**src/rtl/mem_bus_arbiter_pkg.sv**
```systemverilog
// Shared types and constants for the CPU/DMA memory arbiter.
package mem_bus_arbiter_pkg;

    typedef enum logic [0:0] {
        S_SHARED   = 1'b0,
        S_DMA_LOCK = 1'b1
    } state_t;

    typedef enum logic [0:0] {
        OWN_CPU = 1'b0,
        OWN_DMA = 1'b1
    } owner_t;

    localparam logic [1:0] BE_WORD = 2'b11;
    localparam logic [1:0] BE_LO   = 2'b01;
    localparam logic [1:0] BE_HI   = 2'b10;

    // Odd byte address selects the high lane (little-endian MSP430 layout).
    function automatic logic [1:0] byte_en(input logic bw, input logic a0);
        if (!bw) begin
            return BE_WORD;
        end
        return a0 ? BE_HI : BE_LO;
    endfunction

endpackage

```
**src/rtl/mem_bus_arbiter_if.sv**
```systemverilog
// Requester (CPU, DMA) and memory-fabric signal bundle around the arbiter.
interface mem_bus_arbiter_if #(
    parameter int AW = 16,
    parameter int DW = 16
);
    logic          cpu_req;
    logic [AW-1:0] cpu_addr;
    logic          cpu_we;
    logic          cpu_bw;
    logic [DW-1:0] cpu_wdata;
    logic          cpu_gnt;
    logic          cpu_rvalid;
    logic [DW-1:0] cpu_rdata;

    logic          dma_req;
    logic [AW-1:0] dma_addr;
    logic          dma_we;
    logic          dma_bw;
    logic [DW-1:0] dma_wdata;
    logic          dma_lock;
    logic          dma_gnt;
    logic          dma_rvalid;
    logic [DW-1:0] dma_rdata;

    logic          mem_en;
    logic [AW-1:0] mem_addr;
    logic          mem_we;
    logic [1:0]    mem_be;
    logic [DW-1:0] mem_wdata;
    logic [DW-1:0] mem_rdata;

    modport slave (
        input  cpu_req, cpu_addr, cpu_we, cpu_bw, cpu_wdata,
        output cpu_gnt, cpu_rvalid, cpu_rdata,
        input  dma_req, dma_addr, dma_we, dma_bw, dma_wdata, dma_lock,
        output dma_gnt, dma_rvalid, dma_rdata,
        output mem_en, mem_addr, mem_we, mem_be, mem_wdata,
        input  mem_rdata
    );

    modport master (
        output cpu_req, cpu_addr, cpu_we, cpu_bw, cpu_wdata,
        input  cpu_gnt, cpu_rvalid, cpu_rdata,
        output dma_req, dma_addr, dma_we, dma_bw, dma_wdata, dma_lock,
        input  dma_gnt, dma_rvalid, dma_rdata,
        input  mem_en, mem_addr, mem_we, mem_be, mem_wdata,
        output mem_rdata
    );

endinterface

```
**src/rtl/mem_lane_steer.sv**
```systemverilog
// Byte-lane steering: write replication, byte enables and read byte extraction.
// Purely combinational, no backpressure; written for a 16-bit data path.
module mem_lane_steer
    import mem_bus_arbiter_pkg::*;
#(
    parameter int DW = 16
) (
    input  logic          req_bw,
    input  logic          req_a0,
    input  logic [DW-1:0] req_wdata,
    output logic [1:0]    mem_be,
    output logic [DW-1:0] mem_wdata,
    input  logic          rd_bw,
    input  logic          rd_a0,
    input  logic [DW-1:0] mem_rdata,
    output logic [DW-1:0] rd_data
);

    always_comb begin
        mem_be    = byte_en(req_bw, req_a0);
        // Byte writes drive both lanes so the memory only needs the enables.
        mem_wdata = req_bw ? {(DW/8){req_wdata[7:0]}} : req_wdata;
        rd_data   = mem_rdata;
        if (rd_bw) begin
            rd_data = {{(DW-8){1'b0}}, (rd_a0 ? mem_rdata[15:8] : mem_rdata[7:0])};
        end
    end

endmodule

```
**src/rtl/mem_bus_arbiter.sv**
```systemverilog
// CPU/DMA single-port memory arbiter: same-cycle grant, read data one cycle after grant.
// CPU fixed priority with bounded DMA anti-starvation and bounded DMA burst lock.
module mem_bus_arbiter
    import mem_bus_arbiter_pkg::*;
#(
    parameter int AW           = 16,
    parameter int DW           = 16,
    parameter int STARVE_LIMIT = 4,
    parameter int LOCK_MAX     = 8
) (
    input  logic              SysClock,
    input  logic              rst,
    mem_bus_arbiter_if.slave  bus
);

    localparam int SW = $clog2(STARVE_LIMIT + 2);
    localparam int LW = $clog2(LOCK_MAX + 1);
    localparam logic [SW-1:0] STARVE_TOP = SW'(STARVE_LIMIT);
    localparam logic [LW-1:0] LOCK_TOP   = LW'(LOCK_MAX);

    state_t        state_q,      state_d;
    logic [SW-1:0] starve_cnt_q, starve_cnt_d;
    logic [LW-1:0] lock_cnt_q,   lock_cnt_d;
    logic          rd_vld_q,     rd_vld_d;
    owner_t        rd_own_q,     rd_own_d;
    logic          rd_a0_q,      rd_a0_d;
    logic          rd_bw_q,      rd_bw_d;
    logic [DW-1:0] cpu_rdata_q,  cpu_rdata_d;
    logic [DW-1:0] dma_rdata_q,  dma_rdata_d;

    logic          cpu_gnt;
    logic          dma_gnt;
    logic          mem_en;
    logic          starve_hit;
    logic [AW-1:0] sel_addr;
    logic          sel_we;
    logic          sel_bw;
    logic [DW-1:0] sel_wdata;
    logic [1:0]    steer_be;
    logic [DW-1:0] steer_wdata;
    logic [DW-1:0] rd_data;
    logic          cpu_rvalid;
    logic          dma_rvalid;

    assign starve_hit = (STARVE_LIMIT > 0) && (starve_cnt_q == STARVE_TOP);

    always_comb begin
        state_d    = state_q;
        lock_cnt_d = lock_cnt_q;
        cpu_gnt    = 1'b0;
        dma_gnt    = 1'b0;
        if (!rst) begin
            case (state_q)
                S_SHARED: begin
                    if (bus.dma_req && (!bus.cpu_req || starve_hit)) begin
                        dma_gnt = 1'b1;
                    end else if (bus.cpu_req) begin
                        cpu_gnt = 1'b1;
                    end
                    if (dma_gnt && bus.dma_lock) begin
                        state_d    = S_DMA_LOCK;
                        lock_cnt_d = LW'(1);
                    end
                end
                S_DMA_LOCK: begin
                    if (bus.dma_req && (lock_cnt_q < LOCK_TOP)) begin
                        dma_gnt    = 1'b1;
                        lock_cnt_d = lock_cnt_q + LW'(1);
                    end else if (bus.cpu_req) begin
                        cpu_gnt = 1'b1;
                    end
                    // Exiting clears the burst count even if this cycle still granted DMA.
                    if (!bus.dma_lock || !bus.dma_req || (lock_cnt_q == LOCK_TOP)) begin
                        state_d    = S_SHARED;
                        lock_cnt_d = '0;
                    end
                end
                default: begin
                    state_d    = S_SHARED;
                    lock_cnt_d = '0;
                end
            endcase
        end
    end

    always_comb begin
        starve_cnt_d = '0;
        if (bus.dma_req && !dma_gnt) begin
            starve_cnt_d = (starve_cnt_q == STARVE_TOP) ? starve_cnt_q : starve_cnt_q + SW'(1);
        end
    end

    always_comb begin
        if (dma_gnt) begin
            sel_addr  = bus.dma_addr;
            sel_we    = bus.dma_we;
            sel_bw    = bus.dma_bw;
            sel_wdata = bus.dma_wdata;
        end else begin
            sel_addr  = bus.cpu_addr;
            sel_we    = bus.cpu_we;
            sel_bw    = bus.cpu_bw;
            sel_wdata = bus.cpu_wdata;
        end
    end

    mem_lane_steer #(
        .DW (DW)
    ) u_lane_steer (
        .req_bw    (sel_bw),
        .req_a0    (sel_addr[0]),
        .req_wdata (sel_wdata),
        .mem_be    (steer_be),
        .mem_wdata (steer_wdata),
        .rd_bw     (rd_bw_q),
        .rd_a0     (rd_a0_q),
        .mem_rdata (bus.mem_rdata),
        .rd_data   (rd_data)
    );

    assign mem_en        = cpu_gnt | dma_gnt;
    assign bus.mem_en    = mem_en;
    assign bus.mem_addr  = {sel_addr[AW-1:1], 1'b0};
    assign bus.mem_we    = mem_en & sel_we;
    assign bus.mem_be    = steer_be;
    assign bus.mem_wdata = steer_wdata;
    assign bus.cpu_gnt   = cpu_gnt;
    assign bus.dma_gnt   = dma_gnt;

    assign cpu_rvalid = rd_vld_q && (rd_own_q == OWN_CPU);
    assign dma_rvalid = rd_vld_q && (rd_own_q == OWN_DMA);

    always_comb begin
        rd_vld_d    = mem_en && !sel_we;
        rd_own_d    = dma_gnt ? OWN_DMA : OWN_CPU;
        rd_a0_d     = sel_addr[0];
        rd_bw_d     = sel_bw;
        cpu_rdata_d = cpu_rvalid ? rd_data : cpu_rdata_q;
        dma_rdata_d = dma_rvalid ? rd_data : dma_rdata_q;
    end

    // Memory data arrives in the rvalid cycle, so rdata is presented from the
    // steering path then and from the hold register afterwards.
    assign bus.cpu_rvalid = cpu_rvalid;
    assign bus.dma_rvalid = dma_rvalid;
    assign bus.cpu_rdata  = cpu_rdata_d;
    assign bus.dma_rdata  = dma_rdata_d;

    always_ff @(posedge SysClock or posedge rst) begin
        if (rst) begin
            state_q      <= S_SHARED;
            starve_cnt_q <= '0;
            lock_cnt_q   <= '0;
            rd_vld_q     <= 1'b0;
            rd_own_q     <= OWN_CPU;
            rd_a0_q      <= 1'b0;
            rd_bw_q      <= 1'b0;
            cpu_rdata_q  <= '0;
            dma_rdata_q  <= '0;
        end else begin
            state_q      <= state_d;
            starve_cnt_q <= starve_cnt_d;
            lock_cnt_q   <= lock_cnt_d;
            rd_vld_q     <= rd_vld_d;
            rd_own_q     <= rd_own_d;
            rd_a0_q      <= rd_a0_d;
            rd_bw_q      <= rd_bw_d;
            cpu_rdata_q  <= cpu_rdata_d;
            dma_rdata_q  <= dma_rdata_d;
        end
    end

endmodule

```
**src/flat_wrapper.sv**
```systemverilog
// flat-port wrapper written by rule: the top's interface ports become plain ports
module mem_bus_arbiter_flat import mem_bus_arbiter_pkg::*;
#(
    parameter int AW           = 16,
    parameter int DW           = 16,
    parameter int STARVE_LIMIT = 4,
    parameter int LOCK_MAX     = 8
)
  (SysClock, rst, bus_cpu_req, bus_cpu_addr, bus_cpu_we, bus_cpu_bw, bus_cpu_wdata, bus_cpu_gnt, bus_cpu_rvalid, bus_cpu_rdata, bus_dma_req, bus_dma_addr, bus_dma_we, bus_dma_bw, bus_dma_wdata, bus_dma_lock, bus_dma_gnt, bus_dma_rvalid, bus_dma_rdata, bus_mem_en, bus_mem_addr, bus_mem_we, bus_mem_be, bus_mem_wdata, bus_mem_rdata);
  mem_bus_arbiter_if #(.AW(AW), .DW(DW)) bus_i ();
  input  logic SysClock;
  input  logic rst;
  input wire logic [$bits(bus_i.cpu_req)-1:0] bus_cpu_req;
  input wire logic [$bits(bus_i.cpu_addr)-1:0] bus_cpu_addr;
  input wire logic [$bits(bus_i.cpu_we)-1:0] bus_cpu_we;
  input wire logic [$bits(bus_i.cpu_bw)-1:0] bus_cpu_bw;
  input wire logic [$bits(bus_i.cpu_wdata)-1:0] bus_cpu_wdata;
  output wire logic [$bits(bus_i.cpu_gnt)-1:0] bus_cpu_gnt;
  output wire logic [$bits(bus_i.cpu_rvalid)-1:0] bus_cpu_rvalid;
  output wire logic [$bits(bus_i.cpu_rdata)-1:0] bus_cpu_rdata;
  input wire logic [$bits(bus_i.dma_req)-1:0] bus_dma_req;
  input wire logic [$bits(bus_i.dma_addr)-1:0] bus_dma_addr;
  input wire logic [$bits(bus_i.dma_we)-1:0] bus_dma_we;
  input wire logic [$bits(bus_i.dma_bw)-1:0] bus_dma_bw;
  input wire logic [$bits(bus_i.dma_wdata)-1:0] bus_dma_wdata;
  input wire logic [$bits(bus_i.dma_lock)-1:0] bus_dma_lock;
  output wire logic [$bits(bus_i.dma_gnt)-1:0] bus_dma_gnt;
  output wire logic [$bits(bus_i.dma_rvalid)-1:0] bus_dma_rvalid;
  output wire logic [$bits(bus_i.dma_rdata)-1:0] bus_dma_rdata;
  output wire logic [$bits(bus_i.mem_en)-1:0] bus_mem_en;
  output wire logic [$bits(bus_i.mem_addr)-1:0] bus_mem_addr;
  output wire logic [$bits(bus_i.mem_we)-1:0] bus_mem_we;
  output wire logic [$bits(bus_i.mem_be)-1:0] bus_mem_be;
  output wire logic [$bits(bus_i.mem_wdata)-1:0] bus_mem_wdata;
  input wire logic [$bits(bus_i.mem_rdata)-1:0] bus_mem_rdata;
  assign bus_i.cpu_req = bus_cpu_req;
  assign bus_i.cpu_addr = bus_cpu_addr;
  assign bus_i.cpu_we = bus_cpu_we;
  assign bus_i.cpu_bw = bus_cpu_bw;
  assign bus_i.cpu_wdata = bus_cpu_wdata;
  assign bus_cpu_gnt = bus_i.cpu_gnt;
  assign bus_cpu_rvalid = bus_i.cpu_rvalid;
  assign bus_cpu_rdata = bus_i.cpu_rdata;
  assign bus_i.dma_req = bus_dma_req;
  assign bus_i.dma_addr = bus_dma_addr;
  assign bus_i.dma_we = bus_dma_we;
  assign bus_i.dma_bw = bus_dma_bw;
  assign bus_i.dma_wdata = bus_dma_wdata;
  assign bus_i.dma_lock = bus_dma_lock;
  assign bus_dma_gnt = bus_i.dma_gnt;
  assign bus_dma_rvalid = bus_i.dma_rvalid;
  assign bus_dma_rdata = bus_i.dma_rdata;
  assign bus_mem_en = bus_i.mem_en;
  assign bus_mem_addr = bus_i.mem_addr;
  assign bus_mem_we = bus_i.mem_we;
  assign bus_mem_be = bus_i.mem_be;
  assign bus_mem_wdata = bus_i.mem_wdata;
  assign bus_i.mem_rdata = bus_mem_rdata;
  mem_bus_arbiter #(.AW(AW), .DW(DW), .STARVE_LIMIT(STARVE_LIMIT), .LOCK_MAX(LOCK_MAX)) u_core (.SysClock(SysClock), .rst(rst), .bus(bus_i));
endmodule
```
**config.mk**
```make
export PLATFORM = sky130hd
export DESIGN_NAME = mem_bus_arbiter_flat
export DESIGN_NICKNAME = d
export VERILOG_FILES = /design/src/rtl/mem_bus_arbiter_pkg.sv /design/src/rtl/mem_bus_arbiter_if.sv /design/src/rtl/mem_lane_steer.sv /design/src/rtl/mem_bus_arbiter.sv /design/src/flat_wrapper.sv
export SDC_FILE = /design/constraint.sdc
export NUM_CORES = 1
export LEC_CHECK = 0
export CORE_ASPECT_RATIO = 1.4
export CORE_MARGIN = 5
export CORE_UTILIZATION = 38
export CTS_CLUSTER_DIAMETER = 50
export CTS_CLUSTER_SIZE = 14
export DETAILED_ROUTE_END_ITERATION = 16
export PLACE_DENSITY = 0.81
export SLEW_MARGIN = 20
export SYNTH_ARGS = -nofsm -noshare
export SYNTH_HDL_FRONTEND = slang
export SYNTH_HIERARCHICAL = 1
export SYNTH_SLANG_ARGS = --single-unit
```
**constraint.sdc**
```tcl
create_clock -name SysClock -period 7.4 [get_ports SysClock]
set_clock_uncertainty 0.05 [all_clocks]
set_input_delay 2.22 -clock SysClock [delete_from_list [all_inputs] [get_ports SysClock]]
set_output_delay 2.22 -clock SysClock [all_outputs]
set_load 0.05 [all_outputs]
```
After elaboration in Yosys (flattened, before gate mapping)
Index checks and enable logic that the tools add are counted.
- multiplexer cells: 32
- bitwise operators: 5
- eq/ne operators: 5
- reductions and logical operators: 16
- $lt $le $gt $ge: 1
- add/sub/neg operators: 2
- operators by type and width (operator ; number):
    2-to-1 mux 16 bit ; 6
    2-to-1 mux 1 bit ; 14
    2-to-1 mux 4 bit ; 3
    2-to-1 mux 8 bit ; 1
    case mux 4 bit (2 select lines) ; 1
    logical AND 1 bit ; 7
    2-to-1 mux 3 bit ; 2
    case mux 1 bit (2 select lines) ; 3
    zero test 1 bit ; 5
    adder 4 x 1 -> 4 bit, second input constant ; 1
    == test 4 bit, second input constant ; 1
    less-than comparator 4 bit, second input constant ; 1
    2-to-1 mux 2 bit ; 2
    adder 3 x 1 -> 3 bit, second input constant ; 1
    == test 3 bit, second input constant ; 1
    logical OR 1 bit ; 3
    inequality test 3 bit, second input constant ; 1
    inverter 1 bit ; 3
    AND reduction 3 bit ; 1
    inequality test 2 x 1 -> 1 bit, second input constant ; 1
    inequality test 2 bit, second input constant ; 1
    AND 1 bit ; 1
    OR 1 bit ; 1
- register bits after elaboration: 44
- input bits: 89
- logic and storage cells: 70

Logic depth before layout (Yosys ltp)
- word-level depth: 11
- depth in mapped cells: 8

Hierarchy
The synthesis kept the hierarchy.
- by module, submodules not included (module ; times used ; seq. area each (µm²) ; cells an instance ; area an instance (µm²)):
    mem_bus_arbiter ; 1 ; 1101.1 ; 193 ; 2363.5
    mem_lane_steer ; 1 ; 0.0 ; 36 ; 336.6

Least setup slack after synthesis
Ideal clock, no wire load.
- path type: input to output
- from: input rst
- to: output bus_mem_we
- required time: 5130 ps
- setup slack: 237 ps
- stages on the path: 4
- arrival time: 4893 ps
- cells stage by stage: inv_1 o2111ai_2 buf_4 o21ai_0
- cells in the longest elaborated chain, start to end: 3
- elaborated cells on any way between the ends: 5
- ends and longest elaborated chain (element ; RTL line ; source):
    start, declared ; flat_wrapper.sv:12 ; input logic rst;
    2-to-1 mux 1 bit ; mem_bus_arbiter.sv:52 ; if (!rst) begin
    OR 1 bit or 2-to-1 mux 1 bit (tied branches) ; mem_bus_arbiter.sv:121, mem_bus_arbiter.sv:94 ;
    AND 1 bit (*) ; mem_bus_arbiter.sv:124 ; assign bus.mem_we = mem_en & sel_we;
    end, declared ; flat_wrapper.sv:32 ; output wire logic [$bits(bus_i.mem_we)-1:0] bus_mem_we;
Mark *: on every way between the ends. The rest lies on a longest branch, timed or not.

Final worst setup path
- from: input bus_cpu_req
- to: output bus_mem_wdata[9]
- cells in the longest elaborated chain, start to end: 10
- elaborated cells on any way between the ends: 11
- ends and longest elaborated chain (element ; RTL line ; source):
    start, declared ; flat_wrapper.sv:13 ; input wire logic [$bits(bus_i.cpu_req)-1:0] bus_cpu_req;
    zero test 1 bit (*) ; mem_bus_arbiter.sv:55 ; if (bus.dma_req && (!bus.cpu_req || starve_hit)) begin
    logical OR 1 bit (*) ; mem_bus_arbiter.sv:55 ;
    logical AND 1 bit (*) ; mem_bus_arbiter.sv:55 ;
    2-to-1 mux 1 bit (*) ; mem_bus_arbiter.sv:55 ;
    2-to-1 mux 1 bit (*) ; mem_bus_arbiter.sv:53 ; case (state_q)
    2-to-1 mux 1 bit (*) ; mem_bus_arbiter.sv:52 ;
    case mux 1 bit (2 select lines) (*) ; mem_bus_arbiter.sv:53 ;
    2-to-1 mux 1 bit (*) ; mem_bus_arbiter.sv:52 ;
    2-to-1 mux 16 bit or 2-to-1 mux 1 bit (tied branches) ; mem_bus_arbiter.sv:94 ; if (dma_gnt) begin
    2-to-1 mux 16 bit (*) ; mem_lane_steer.sv:22 ; mem_wdata = req_bw ? {(DW/8){req_wdata[7:0]}} : req_wdata;
    end, declared ; flat_wrapper.sv:34 ; output wire logic [$bits(bus_i.mem_wdata)-1:0] bus_mem_wdata;
Mark *: on every way between the ends. The rest lies on a longest branch, timed or not. The select of a mux whose other input is x is not followed.

==> results by group <==
Drt
  – Via Count: 2,189
  – WL/cell: 17.5 µm
  – Avg Vias per Cell: 4.76
  – 1st-iter DRT viols: 72
  – Final ANT Viol Nets: 0
  – Drt drc: 0
  – Drt first pass iters: 6
  – Routed wire length: 8060 µm

Power and ir drop
  – Power density over the cells: 234 nW/µm²
  – Leak: 1.96 nW
  – Pwr Total: 1.06 mW
  – Maximum VDD drop: 102 µV

Yosys
  – Post-synth top area share: 0.408
  – Yosys cell types: 29
  – Register area share after synthesis: 0.408
  – Seq cells post-synth: 44
  – Yosys warns: 6
  – Syn Nets: 322
  – Avg Inst Size Synth: 11.8 µm²
  – Synth top area cells: dfrtp_1 (41%), mux2_2 (34%), buf_4 (7.8%)
  – Post-Synthesis Cells: 229
  – Mapped Area: 2700 µm²
  – Cell taking the most area after synthesis: dfrtp_1

GRT
  – Met1 Use GR: 0.187
  – Initial antenna violation count: 0
  – Vias in the first global route: 2,371
  – Met2 Resource Use GR: 0.335
  – Pin count of the biggest net entering global routing: 48
  – GRT overflow: 0
  – Met3 Use GR: 0.0762
  – GRT Max-Usage Layer: met2
  – All-Layer GR Usage: 0.183
  – Global-route wire length before repair: 12,100 µm

Clocking
  – H-tree Lvls: 2
  – Clock latency on the worst-skew pair: 0.29 ns
  – CTS Hold Buffers Added: 0
  – CTS tree: done
  – Root Driver: clkbuf_8
  – Sink Count: 44
  – Reg clk slew, reported paths: 0.07 ns
  – Setup repair bufs after CTS: 0
  – Post-cts resize count: 0
  – Cts bufs inserted: 5
  – CTS max path bufs: 2

Timing
  – Worst slew margin: 0.405
  – Max-slew violation count: 0
  – Crit path time final: 6.70 ns
  – Maximum clock frequency: 149 MHz
  – Hold WS: 0.447 ns
  – Slew @ Worst Pin: 0.893 ns
  – Hold Fails Final Rpt: 0
  – RSZ-0062 raised after global routing: no
  – Final period utilization: 0.906
  – # setup viols final: 0
  – Setup total negative slack: 0 ns

Cells and area
  – Synth-to-Final Area Change: 68.0%
  – Fin util: 0.654
  – Share of layout cells above drive strength 1: 0.375
  – ANT cells: 0
  – Post-route cell area: 4540 µm²
  – Nets@finish: 458

Worst setup path
  – CP cell instances: clkdlybuf4s50_1 -> a21bo_1 -> o2111ai_4 -> buf_12 -> mux2_2 -> mux2_2 -> buf_4
  – Largest stage delay, worst path: 0.50 ns
  – Setup crit start kind: input port
  – Crit path arrival time: 4.43 ns
  – Largest delay share family, worst path: buffers and inverters
  – Worst reg2reg startpoint: u_core/starve_cnt_q[0]$_DFFE_PP0P_
  – CP bufs+invs: 3
  – Worst-path fanout max: 23
  – Critical path origin: bus_cpu_req
  – Reg2Reg Setup Slack: 5.31 ns
  – Cells on worst reg2reg path: 6
  – Worst Path Required: 5.13 ns
  – Critical Path End: bus_mem_wdata[9]
  – Crit. path cell count: 7
  – Path type of the worst setup path: input port to output pin
  – Critical Path Slowest Stage Cell: clkdlybuf4s50_1
  – Reg2reg end: u_core/rd_a0_q$_DFF_PP0_
  – Crit path top cell by count: mux2_2
  – CP Capture Type: output pin

Floorplanning
  – Die area: 8910 µm²
  – Row cnt: 36
  – Chip width: 81.2 µm
  – Top Ports: 161
  – Initial Util: 0.389
  – DIE HEIGHT: 110 µm
  – Core area: 6940 µm²

Job
  – Max cap viols: 0

Placement
  – GP Congestion: 0.762
  – Post-DP Area: 4460 µm²
  – # port buffers: 159
  – HPWL Detailed: 6770 µm

Min path
  – Hold Crit Depth: 1
  – Hold Crit Class: flop to flop

Run status
  – Outcome: finished, final reports clean
per-stage QoR:
step	std cells	setup WS [ns]
2_1_floorplan	229	0.237
3_3_place_gp	453	0.724
3_5_place_dp	453	0.684
4_1_cts	460	0.681
5_1_grt	460	0.603
6_report	460	0.696
per-layer routing:
metal,vias up,part of all wire
li1,1050,-
met1,1017,0.34
met2,116,0.54
met3,6,0.11
met4,0,0.011
met5,-,0
worst register-to-register path: stages (launching register included):
cell and delay, ns:
dfrtp_1 0.41, inv_1 0.06, ha_1 0.25, a21bo_1 0.25, o2111ai_4 0.36, buf_12 0.23, mux2_2 0.37
synth_stat cells:
library cell	number
nor2_1	4
nand2_1	10
buf_4	28
buf_2	5
xnor2_1	1
nand2b_1	4
ha_1	4
nor2b_1	1
a21bo_1	1
nor3b_1	1
conb_1	1
o2111ai_2	1
mux2_2	81
nor3_1	2
nand4_1	2
nand2_4	1
nor4_1	2
a31oi_1	1
inv_1	9
and2b_2	8
a211o_1	1
mux2i_1	2
o21ai_0	5
a32oi_1	1
a21oi_1	3
a21o_1	1
dfrtp_1	44
or3_4	1
nand3_1	4
worst min-delay path by stage:
stage / startpoint / to / slack, ns
final: u_core/dma_rdata_q[4]$_DFF_PP0_ / u_core/dma_rdata_q[4]$_DFF_PP0_ / 0.45
after global routing: u_core/dma_rdata_q[4]$_DFF_PP0_ / u_core/dma_rdata_q[4]$_DFF_PP0_ / 0.46
after CTS: u_core/dma_rdata_q[4]$_DFF_PP0_ / u_core/dma_rdata_q[4]$_DFF_PP0_ / 0.45
after detailed placement: u_core/cpu_rdata_q[5]$_DFF_PP0_ / u_core/cpu_rdata_q[5]$_DFF_PP0_ / 0.43
after global placement: u_core/cpu_rdata_q[15]$_DFF_PP0_ / u_core/cpu_rdata_q[15]$_DFF_PP0_ / 0.43
after floorplan: u_core/lock_cnt_q[2]$_DFFE_PP0P_ / u_core/lock_cnt_q[2]$_DFFE_PP0P_ / 0.46
layout by cell type, fill, tap and decap left out, types with 2 or more instances in the layout:
cell type / netlist / final
a21oi_1: 3 / 3
and2b_2: 8 / 8
buf_12: 0 / 27
buf_4: 28 / 11
clkbuf_8: 0 / 5
clkdlybuf4s50_1: 0 / 124
dfrtp_1: 44 / 44
ha_1: 4 / 4
inv_1: 9 / 8
mux2_2: 81 / 81
mux2i_1: 2 / 2
nand2_1: 10 / 10
nand2b_1: 4 / 4
nand3_1: 4 / 4
nand4_1: 2 / 2
nor2_1: 4 / 4
nor3_1: 2 / 2
nor4_1: 2 / 2
o21ai_0: 5 / 5
registers in the layout (all words and copies together), names as in the netlist:
signal,count
u_core/dma_rdata_q,16
u_core/lock_cnt_q,4
u_core/cpu_rdata_q,16
u_core/state_q,1
u_core/starve_cnt_q,3
u_core/rd_vld_q,1
u_core/rd_own_q,1
u_core/rd_a0_q,1
u_core/rd_bw_q,1
cell type report:
class	instances	area, µm²
clock buffers	6	72.6
well taps	95	119
flip-flops and latches	44	1100
fillers	560	2400
clock inverters	1	5.00
repair buffers	162	1860
inverters	9	33.8
multi-input cells	143	1340
report_power, final:
part	internal, mW	switching, mW	leakage [nW]
logic	0.249	0.362	1.38
registers	0.295	0.0176	0.544
clock network	0.0642	0.0742	0.0410
total	0.608	0.454	1.96
logic make-up (layout without fill, tap and decap cells):
family | Yosys count | in the layout | share of synthesized area
mux | 83 | 83 | 0.345
simple gates | 40 | 40 | 0.0885
compound gates | 14 | 14 | 0.0357
flops | 44 | 44 | 0.408
xor+xnor | 1 | 1 | 0.00324
fa+ha+maj | 4 | 4 | 0.0185
buf+inv | 42 | 178 | 0.0996
other cells | 1 | 1 | 0.00139
Power figures use the tool's default switching activity.
